--- config.mk ---
export PLATFORM = sky130hd
export DESIGN_NAME = muldiv_seq
export DESIGN_NICKNAME = d
export VERILOG_FILES = /design/src/rtl/muldiv_seq.sv
export SDC_FILE = /design/constraint.sdc
export NUM_CORES = 1
export LEC_CHECK = 0
export ABC_AREA = 0
export CAP_MARGIN = 10
export CORE_AREA = 4 4 153 155
export DETAILED_ROUTE_END_ITERATION = 6
export DIE_AREA = 0 0 157 159
export HOLD_SLACK_MARGIN = 0.08
export PLACE_DENSITY = 0.75
export SLEW_MARGIN = 0
export SYNTH_ARGS = -nofsm -noshare
export SYNTH_HDL_FRONTEND = slang
export SYNTH_SLANG_ARGS = --single-unit
--- constraint.sdc ---
create_clock -name clk -period 2.8 [get_ports clk]
set_clock_uncertainty 0.15 [all_clocks]
set_input_delay 0.56 -clock clk [delete_from_list [all_inputs] [get_ports clk]]
set_output_delay 0.56 -clock clk [all_outputs]
set_load 0.05 [all_outputs]
--- src/rtl/muldiv_seq.sv ---
// EX-stage sequencer for the multi-cycle multiply and divide units.
// Stalls the pipeline while an operation runs and returns one registered HI/LO write.
module muldiv_seq #(
    parameter int MUL_LAT = 2,
    parameter int CNT_W   = 3
) (
    input  logic        clk,
    input  logic        rst,
    input  logic        op_valid,
    input  logic [1:0]  op_sel,
    input  logic [31:0] op_a,
    input  logic [31:0] op_b,
    input  logic        flush,
    output logic        mul_signed,
    output logic [31:0] mul_ina,
    output logic [31:0] mul_inb,
    input  logic [63:0] mul_result,
    output logic        div_start,
    output logic        div_signed,
    output logic [31:0] div_opdata1,
    output logic [31:0] div_opdata2,
    output logic        div_annul,
    input  logic [63:0] div_result,
    input  logic        div_ready,
    output logic        stallreq_for_ex,
    output logic        hilo_we,
    output logic [31:0] hi_o,
    output logic [31:0] lo_o,
    output logic        busy
);

    typedef enum logic [1:0] {
        IDLE     = 2'd0,
        MUL_WAIT = 2'd1,
        DIV_WAIT = 2'd2,
        DONE     = 2'd3
    } state_t;

    localparam logic [CNT_W-1:0] CNT_INIT = CNT_W'(MUL_LAT - 1);

    state_t           state_q, state_d;
    logic [CNT_W-1:0] cnt_q, cnt_d;
    logic [31:0]      a_q, a_d;
    logic [31:0]      b_q, b_d;
    logic [1:0]       sel_q, sel_d;
    logic [31:0]      hi_q, hi_d;
    logic [31:0]      lo_q, lo_d;

    always_ff @(posedge clk) begin
        if (rst) begin
            state_q <= IDLE;
            cnt_q   <= '0;
            a_q     <= '0;
            b_q     <= '0;
            sel_q   <= '0;
            hi_q    <= '0;
            lo_q    <= '0;
        end else begin
            state_q <= state_d;
            cnt_q   <= cnt_d;
            a_q     <= a_d;
            b_q     <= b_d;
            sel_q   <= sel_d;
            hi_q    <= hi_d;
            lo_q    <= lo_d;
        end
    end

    always_comb begin
        state_d = state_q;
        cnt_d   = cnt_q;
        a_d     = a_q;
        b_d     = b_q;
        sel_d   = sel_q;
        hi_d    = hi_q;
        lo_d    = lo_q;
        case (state_q)
            IDLE: begin
                if (op_valid && !flush) begin
                    a_d   = op_a;
                    b_d   = op_b;
                    sel_d = op_sel;
                    if (!op_sel[1]) begin
                        state_d = MUL_WAIT;
                        cnt_d   = CNT_INIT;
                    end else if (op_b != 32'd0) begin
                        state_d = DIV_WAIT;
                    end else begin
                        // Divide by zero resolves without the divider: HI=dividend, LO=all ones.
                        state_d = DONE;
                        hi_d    = op_a;
                        lo_d    = 32'hFFFF_FFFF;
                    end
                end
            end
            MUL_WAIT: begin
                if (cnt_q == '0) begin
                    state_d = DONE;
                    hi_d    = mul_result[63:32];
                    lo_d    = mul_result[31:0];
                end else begin
                    cnt_d = cnt_q - CNT_W'(1);
                end
            end
            DIV_WAIT: begin
                if (div_ready) begin
                    state_d = DONE;
                    hi_d    = div_result[63:32];
                    lo_d    = div_result[31:0];
                end
            end
            DONE: begin
                state_d = IDLE;
            end
            default: begin
                state_d = IDLE;
            end
        endcase
        // A cancelled operation must leave HI/LO untouched.
        if (flush) begin
            state_d = IDLE;
            cnt_d   = '0;
            hi_d    = hi_q;
            lo_d    = lo_q;
        end
    end

    assign busy            = (state_q != IDLE);
    assign stallreq_for_ex = ((state_q == IDLE) && op_valid && !flush)
                           || (state_q == MUL_WAIT) || (state_q == DIV_WAIT);
    assign hilo_we         = (state_q == DONE) && !flush && !rst;

    assign mul_signed  = (state_q == MUL_WAIT) && (sel_q == 2'b00);
    assign mul_ina     = (state_q == MUL_WAIT) ? a_q : 32'd0;
    assign mul_inb     = (state_q == MUL_WAIT) ? b_q : 32'd0;

    assign div_start   = (state_q == DIV_WAIT) && !flush;
    assign div_signed  = (state_q == DIV_WAIT) && (sel_q == 2'b10);
    assign div_opdata1 = (state_q == DIV_WAIT) ? a_q : 32'd0;
    assign div_opdata2 = (state_q == DIV_WAIT) ? b_q : 32'd0;
    assign div_annul   = (state_q == DIV_WAIT) && flush && !rst;

    assign hi_o = hi_q;
    assign lo_o = lo_q;

endmodule

==> flow_summary.json <==
{
  "outcome": "finished, final reports clean",
  "die_width_um": 157,
  "row_count": 54,
  "grt_start_max_net_pins": 123,
  "maxCapViolCount": 0,
  "final_wl_um": 28000,
  "ir_worst_vdd_uv": 311,
  "synthToLayoutAreaGrowth_pct": 86.9,
  "clk_path_buf_depth": 2,
  "fmax_mhz": 373,
  "synthesis.yosys.warnings": 0,
  "timing.critical_path.required_ns": 2.09,
  "timing_worst_slew_pin_value_ns": 0.787,
  "clock_sinks": 135,
  "place.gp.congestion": 0.838,
  "antenna_cells": 0,
  "start_kind": "flip-flop",
  "synth.cells.most_frequent": "141 x nand2_1, 135 x dfxtp_1, 129 x and2_1",
  "core_area_sq_um": 21800,
  "grt_use_total": 0.212,
  "final-max-slew-violation-count": 0,
  "chipHeight_um": 159,
  "period_minus_slack_ns": 2.68,
  "cts-hold-fix-buffers": 0,
  "first_global_vias": 7784,
  "worst_setup_path_end_kind": "primary output",
  "timing.hold.worst.class": "flip-flop to flip-flop",
  "synth_nets": 1105,
  "grt_setup_unrepaired": "no",
  "initial_utilization": 0.335,
  "placedInstanceArea_sq_um": 13000,
  "syn_area_sq_um": 7320,
  "layout-drive-gt1-share": 0.184,
  "clockRootBuffer": "clkbuf_16",
  "grt_antenna_before_repair": 0,
  "crit_type": "flip-flop to primary output",
  "cts_inserted_buffers": 17,
  "p_leak_uw": 0.00541,
  "synthesis.area_per_instance_sq_um": 8.14,
  "grt_overflow": 0,
  "detail-route-antenna-nets": 0,
  "cts.reportedPaths.clkPinSlew_ns": 0.06,
  "pre_cts_slack_ns": -0.211,
  "synth_enable_flop_cells": 0,
  "synth-seq-area-share": 0.369,
  "per_cell_routed_wire_length_um": 18.1,
  "asyncSetResetFlopFracSynth": 0,
  "place.port_buffers": 397,
  "grt_first_pass_wirelength_um": 42300,
  "drt_iter0_drc": 365,
  "worst_slew_margin_rel": 0.475,
  "r2r_setup_slack_ns": 0.35,
  "synth_largest_area_cell": "dfxtp_1",
  "setup-violations-final": 0,
  "place_hpwl_um": 20900,
  "stdcell_area_sq_um": 13700,
  "final_min_period_over_clock_period": 0.957,
  "synth_largest_type_area_fraction": 0.369,
  "clock_tree.htree_level_count": 4,
  "power.density_nw_per_um2": 418,
  "drt_pre_antenna_iters": 5,
  "worstSkewPairLatency_ns": 0.40,
  "synthesized_flop_and_latch_total": 135,
  "final_net_count": 1460,
  "yosysMostFrequentCell": "nand2_1",
  "synth_flop_cell": "dfxtp_1",
  "final.setup.worst_slack_ns": 0.119,
  "floorplan.die_area_sq_um": 25000,
  "yosys.cell_types.count": 32,
  "tritoncts": "yes",
  "routed-via-count": 7697,
  "synth_cells": 899,
  "post-cts-setup-buffers": 0,
  "design.portCount": 398,
  "worst_ep_arrival_time_ns": 1.97,
  "via_per_inst": 4.98,
  "detail_route.drc_violations": 0,
  "ys_top_cells_by_area": "dfxtp_1 37%, and2_1 11%, nand2_1 7.2%",
  "timing_hold_violations_final": 0,
  "crit_fanout": 55
}
cell families after synthesis:
kind of cell             count (synthesis)  synth area share
adder cells (fa/ha/maj)                  7            0.0120
AO/OA/AOI/OAI                          206             0.184
flip-flops                             135             0.369
multiplexers                            64             0.107
XOR/XNOR                                 1           0.00120
buffers and inverters                   92            0.0518
AND/OR/NAND/NOR                        394             0.275
worst max-delay path: stages (launching register included):
cell     delay (ns)
dfxtp_1        0.37
inv_1          0.17
ha_4           0.30
buf_12         0.27
and2_1         0.26
buf_12         0.16
through the flow:
| stage | util | hold slack (ns) | TNS (ns) | std cells | power, uW |
|---|---|---|---|---|---|
| finish | 0.627 | 0.307 | 0 | 1545 | 5710 |
| global route | 0.627 | 0.337 | 0 | 1545 | 5960 |
| CTS | 0.627 | 0.311 | 0 | 1545 | 5780 |
| detailed placement | 0.596 | 0.303 | -11.52 | 1515 | 3210 |
| global placement | 0.596 | 0.297 | -14.99 | 1515 | 3190 |
| floorplan | - | 0.290 | 0 | 899 | 2620 |
sequential cells by signal (all words and copies together) (netlist names):
name	flops
a_q	32
b_q	32
cnt_q	3
hi_o	32
lo_o	32
sel_q	2
state_q	2
cell type report:
type | count | area [sq um]
clock buffers | 18 | 439
clock inverters | 12 | 226
fillers | 1763 | 8140
inverters | 7 | 30.0
multi-input cells | 672 | 4320
flip-flops and latches | 135 | 2700
well taps | 280 | 350
repair buffers | 421 | 5610
metal layers:
metal	global-route usage	wire length [um]	part of all wire
met1	0.245	11100	0.40
met2	0.374	13900	0.50
met3	0.0541	2030	0.073
met4	0.0785	879	0.031
met5	0	0	0
layout by cell type, fill, tap and decap left out, types with 4 or more instances in the layout:
master,synthesis,final
nand2_1,141,140
nor4_1,9,9
dfxtp_1,135,134
nor2_1,40,37
nand2b_1,37,37
a22oi_1,65,65
a21oi_1,98,98
nor2b_1,34,34
buf_4,0,15
mux2i_1,32,32
a211o_1,33,33
and2_1,129,129
mux2_2,4,4
bufinv_16,0,6
clkbuf_16,0,17
mux2_4,28,28
inv_1,7,6
clkdlybuf4s50_1,0,261
buf_12,0,143
ha_1,7,4
worst paths after layout:
kind	depth (start not counted)	to	startpoint
max	5	mul_ina[24]	state_q[1]
min	2	a_q[9]	a_q[9]
max reg2reg	8	hi_o[18]	state_q[1]
min reg2reg	2	a_q[9]	a_q[9]
where the power goes:
group | internal [uW] | total [uW] | switching [uW]
Clock | 1690 | 2540 | 856
Sequential | 2000 | 2040 | 47.6
Combinational | 560 | 1130 | 567
Total | 4240 | 5710 | 1470
repair_timing:
action / CTS / global route
setup endpoints to repair: 31 / 13
gates resized for setup: 2 / 2
hold endpoints to repair: 0 / 0
Power figures use the tool's default switching activity.
